[src/rtl/control_unit.sv]
// control_unit: multi-cycle fetch/decode/execute sequencer for the 8-bit uProcessor
module control_unit (
  input  logic       Clk,
  input  logic       Rst,
  output logic [7:0] PAddr,
  input  logic [7:0] PData,
  output logic [3:0] DAddr,
  input  logic [7:0] DRdData,
  output logic [7:0] DWrData,
  output logic       DWe,
  output logic [2:0] ALUCode,
  output logic       ALUCi,
  output logic [7:0] ALUAccu,
  input  logic       ALUCo,
  input  logic [7:0] ALUOut,
  output logic       CarryFlag,
  output logic       ZeroFlag,
  output logic       Halted
);
  localparam logic [2:0] ALU_ADD = 3'd0;
  localparam logic [2:0] ALU_SUB = 3'd1;
  localparam logic [2:0] ALU_AND = 3'd2;
  localparam logic [2:0] ALU_OR  = 3'd3;
  localparam logic [2:0] ALU_XOR = 3'd4;
  localparam logic [2:0] ALU_NOT = 3'd5;
  localparam logic [2:0] ALU_LD  = 3'd6;
  typedef enum logic [2:0] {FETCH, DECODE, MEMRD, EXEC, STORE, JFETCH, JUMP, HALT} state_t;
  state_t     state;
  logic [7:0] pc, ir, accu;
  logic       c, z;
  logic [3:0] op;
  logic       taken;
  logic       unused_mem;
  assign op         = ir[7:4];
  assign taken      = (op == 4'hB) | ((op == 4'hC) & c) | ((op == 4'hD) & z);
  assign PAddr      = pc;
  assign DAddr      = ir[3:0];
  assign DWrData    = accu;
  assign ALUAccu    = accu;
  assign CarryFlag  = c;
  assign ZeroFlag   = z;
  assign Halted     = (state == HALT);
  assign DWe        = (state == STORE) & ~Rst;
  // memory read data feeds the ALU directly, the sequencer never inspects it
  assign unused_mem = ^DRdData;
  // ALU operation select depends only on the latched opcode and the carry flag
  always_comb begin
    ALUCode = (op == 4'h1 || op == 4'h2) ? ALU_ADD :
              (op == 4'h3 || op == 4'h4) ? ALU_SUB :
              (op == 4'h5) ? ALU_AND :
              (op == 4'h6) ? ALU_OR  :
              (op == 4'h7) ? ALU_XOR :
              (op == 4'h8) ? ALU_NOT : ALU_LD;
    ALUCi   = (op == 4'h2 || op == 4'h4) & c;
  end
  // sequencer: state walk plus PC/IR/accumulator/flag commits
  always_ff @(posedge Clk) begin
    if (Rst) begin
      state <= FETCH;
      pc    <= 8'h00;
      ir    <= 8'h00;
      accu  <= 8'h00;
      c     <= 1'b0;
      z     <= 1'b0;
    end else begin
      case (state)
        FETCH:  state <= DECODE;
        DECODE: begin
          ir <= PData;
          pc <= pc + 8'd1;
          case (PData[7:4])
            4'h1, 4'h2, 4'h3, 4'h4, 4'h5, 4'h6, 4'h7, 4'h9: state <= MEMRD;
            4'h8:             state <= EXEC;
            4'hA:             state <= STORE;
            4'hB, 4'hC, 4'hD: state <= JFETCH;
            4'hE: begin
              c     <= 1'b0;
              state <= FETCH;
            end
            4'hF:             state <= HALT;
            default:          state <= FETCH;
          endcase
        end
        MEMRD:  state <= EXEC;
        EXEC: begin
          accu  <= ALUOut;
          z     <= (ALUOut == 8'h00);
          if (op >= 4'h1 && op <= 4'h4) c <= ALUCo;
          state <= FETCH;
        end
        STORE:  state <= FETCH;
        JFETCH: state <= JUMP;
        JUMP: begin
          pc    <= taken ? PData : pc + 8'd1;
          state <= FETCH;
        end
        HALT:   state <= HALT;
        default: state <= FETCH;
      endcase
    end
  end
endmodule

[config.mk]
export PLATFORM = sky130hd
export DESIGN_NAME = control_unit
export DESIGN_NICKNAME = d
export VERILOG_FILES = /design/src/rtl/control_unit.sv
export SDC_FILE = /design/constraint.sdc
export NUM_CORES = 1
export LEC_CHECK = 0
export ABC_CLOCK_PERIOD_IN_PS = 3000
export CORE_ASPECT_RATIO = 1.1
export CORE_UTILIZATION = 29
export CTS_BUF_LIST = sky130_fd_sc_hd__clkbuf_8
export CTS_CLUSTER_SIZE = 30
export DETAILED_ROUTE_END_ITERATION = 12
export PLACE_DENSITY = 0.57
export SYNTH_ARGS = -nofsm -noshare
export SYNTH_HDL_FRONTEND = slang
export SYNTH_SLANG_ARGS = --single-unit
[constraint.sdc]
create_clock -name Clk -period 3 [get_ports Clk]
set_input_delay 0.3 -clock Clk [delete_from_list [all_inputs] [get_ports Clk]]
set_output_delay 0.3 -clock Clk [all_outputs]
set_load 0.05 [all_outputs]
==> flow_metrics.tcl <==
set metrics [dict create \
    outcome "complete, no violations" \
    cts_resized 0 \
    grt_pass1_wl_um 6050 \
    io_pins 63 \
    critPathCaptureType "primary output" \
    routed_wl_um 3830 \
    hold_viol 0 \
    synth_fa_ha_area_share_pct 0.776 \
    synthMostInstantiatedCell "dfxtp_1" \
    syn_area_mm2 0.00161 \
    synth_edf_count 0 \
    vias 1499 \
    slowest_delay_ns 0.79 \
    viasPerCell 4.88 \
    worstSkewPairLatency_ns 0.28 \
    p_seq_share_pct 43.4 \
    swShare_pct 33.4 \
    async_flop_share_pct 0 \
    combPwrFrac_pct 26.3 \
    power_frac_clock_pct 30.3 \
    antenna_found_initial 0 \
    period_needed_ns 2.40 \
    clk_pin_slew_ns 0.06 \
    crit_chain "nor2b_1, xor2_1, o21bai_1, and2_1, clkdlybuf4s50_1" \
    grt_pass1_vias 1331 \
    path_class "reg2out" \
    muxShareOfSynthArea_pct 7.45 \
    ant_nets 0 \
    critical-path-slowest-cell "clkdlybuf4s50_1" \
    num_rows 28 \
    cts_htree_levels 2 \
    cts_buffer_depth 2 \
    n_fill_cell 554 \
    setup_viol_count_final 0 \
    final_nets 259 \
    initial_utilization_pct 30.1 \
    dp_hpwl_um 2720 \
    netlist_top_cells_count "dfxtp_1, nand2_1, buf_4, nor2_1" \
    numCtsBuffers 5 \
    synthesis.nets 219 \
    synth_flop_cell "dfxtp_1" \
    layout-area-overhead-vs-synth_pct 36.3 \
    drc_errors 0 \
    grt_usage_pct 13.1 \
    core_area_mm2 0.00536 \
    die_h_um 80.2 \
    routedWlPerCell_um 12.5 \
    place.gp.congestion 0.713 \
    synth_compound_area_share_pct 15.5 \
    synth.area.top_cells "dfxtp_1, mux2i_1, buf_4" \
    grt_setup_unrepaired "false" \
    synth_top_area_cell "dfxtp_1" \
    seqCellArea_um2 581 \
    synth_cells 191 \
    dieArea_mm2 0.00586 \
    dr.pass1.iters 4 \
    maxCapViolCount 0 \
    drt_iter0_drc 60 \
    grt_start_max_net_pins 21 \
    root_buffer "clkbuf_8" \
    critPathMaxFanout 10 \
    hp-class "reg2reg" \
    syn_area_per_cell_um2 8.44 \
    cts_sinks 29 \
    port_buffers 54 \
    vdd_drop_max_mv 0.186 \
    synthDistinctLibCells 46 \
    max_freq_mhz 417 \
    ys_seq_area_share_pct 36.0 \
    final.setup_skew_ns 0.00490 \
    multi_input_area_um2 858 \
    cts_tree "done" \
    power_density_mw_per_mm2 458 \
    path_delay_family "buffers and inverters" \
    r2r-start "state[0]" \
    internal-power_uw 669 \
    critPathLaunchType "register" \
    fin_crit_sh_pct 80.0 \
    cts_setup_buffers 0 \
    synth_xor_area_share_pct 1.09 \
    p_switching_uw 336 \
    worst_ep_required_time_ns 2.70 \
    crit_arrival_ns 2.10 \
    ys_warn_count 0 \
    grt_overflow_total 0 \
    use_met2_pct 22.1 \
    synth-simple-area-share_pct 28.5 \
    drive_gt1_share_pct 7.76 \
    hold_start "ir[3]" \
    postCtsHoldBufs 0 \
    fin_util_pct 41.0 \
    use_met1_pct 16.2 \
    synth_top_area_share_pct 36.0 \
    busiest_layer "met2" \
    worstMarginPinSlew_ns 0.591 \
    p_leak_nw 0.808 \
    maxSlewHeadroom_pct 60.1 \
    synth_top_family_by_area "simple AND/OR/NAND/NOR gates" \
    ys_ff_latch 29 \
    grtUsageMet3_pct 3.64 \
    power_mw 1.00 \
    die_x_um 73.1 \
    tns_ns 0 \
    worstSetupStartpoint "ir[6]" \
    slew_violations 0 \
    diodes 0 \
    path_buf_inv 1 \
]
[state kept, by name (all words and copies together), names as in the netlist]
name and count:
ZeroFlag 1, CarryFlag 1, ir 8, state 3
ALUAccu 8, PAddr 8
[routing by layer]
metal  vias to the layer above  wire (um)
li1                        756          -
met1                       691       1810
met2                        52       1810
met3                         0        207
met4                         0          0
met5                         -          0
[power by group through the flow]
stage	Combinational, mW	Clock, mW	Sequential, mW
2_1_floorplan	0.173	0	0.458
6_report	0.265	0.304	0.436
4_1_cts	0.267	0.316	0.435
5_1_grt	0.283	0.338	0.440
3_3_place_gp	0.264	0	0.444
3_5_place_dp	0.266	0	0.444
[cell families (layout without fill, tap and decap cells)]
kind of cell    count (synthesis)  in the layout
simple gates                   83             83
compound gates                 38             38
flops                          29             29
buf+inv                        26             67
mux                            12             12
xor+xnor                        2              2
fa+ha+maj                       1              1
[layout make-up]
class / instances / area share, %
clock buffer: 5 / 3.13
tap: 75 / 4.27
inverter: 2 / 0.342
timing repair buffer: 57 / 26.1
clock inverter: 3 / 0.627
sequential: 29 / 26.4
multi-input combinational: 136 / 39.1
[metrics by stage]
step / instances / setup WS (ns) / hold slack (ns) / instance area (um^2)
2_1_floorplan: 191 / 0.397 / 0.436 / 1610
3_3_place_gp: 299 / 0.890 / 0.443 / 2110
3_5_place_dp: 299 / 0.860 / 0.447 / 2110
4_1_cts: 307 / 0.560 / 0.456 / 2200
5_1_grt: 307 / 0.403 / 0.482 / 2200
6_report: 307 / 0.600 / 0.456 / 2200
[cell usage in the layout (no fill, tap or decap), types with 4 or more instances in the layout]
cell             Yosys  final
nor2_1              15     15
dfxtp_1             29     29
or4_1                4      4
nand2_1             24     24
clkbuf_8             0      5
clkdlybuf4s50_1      0     53
nand3_1              8      8
nor2b_1              4      4
a21oi_1             12     12
mux2i_1             12     12
nand3b_1             5      5
a31oi_1              8      8
a22oi_1              5      5
[tightest hold or removal path, cell delays in order (launching register included)]
cell and delay, ns:
dfxtp_1 0.31, nand2_1 0.05, a21oi_1 0.05
[worst paths after layout]
check	end	slack [ns]	cells after the start
min reg2reg	ir[3]	0.46	2
min	ir[3]	0.46	2
max reg2reg	PAddr[6]	0.94	4
max	ALUCode[1]	0.60	5
(Power assumes the default switching activity.)
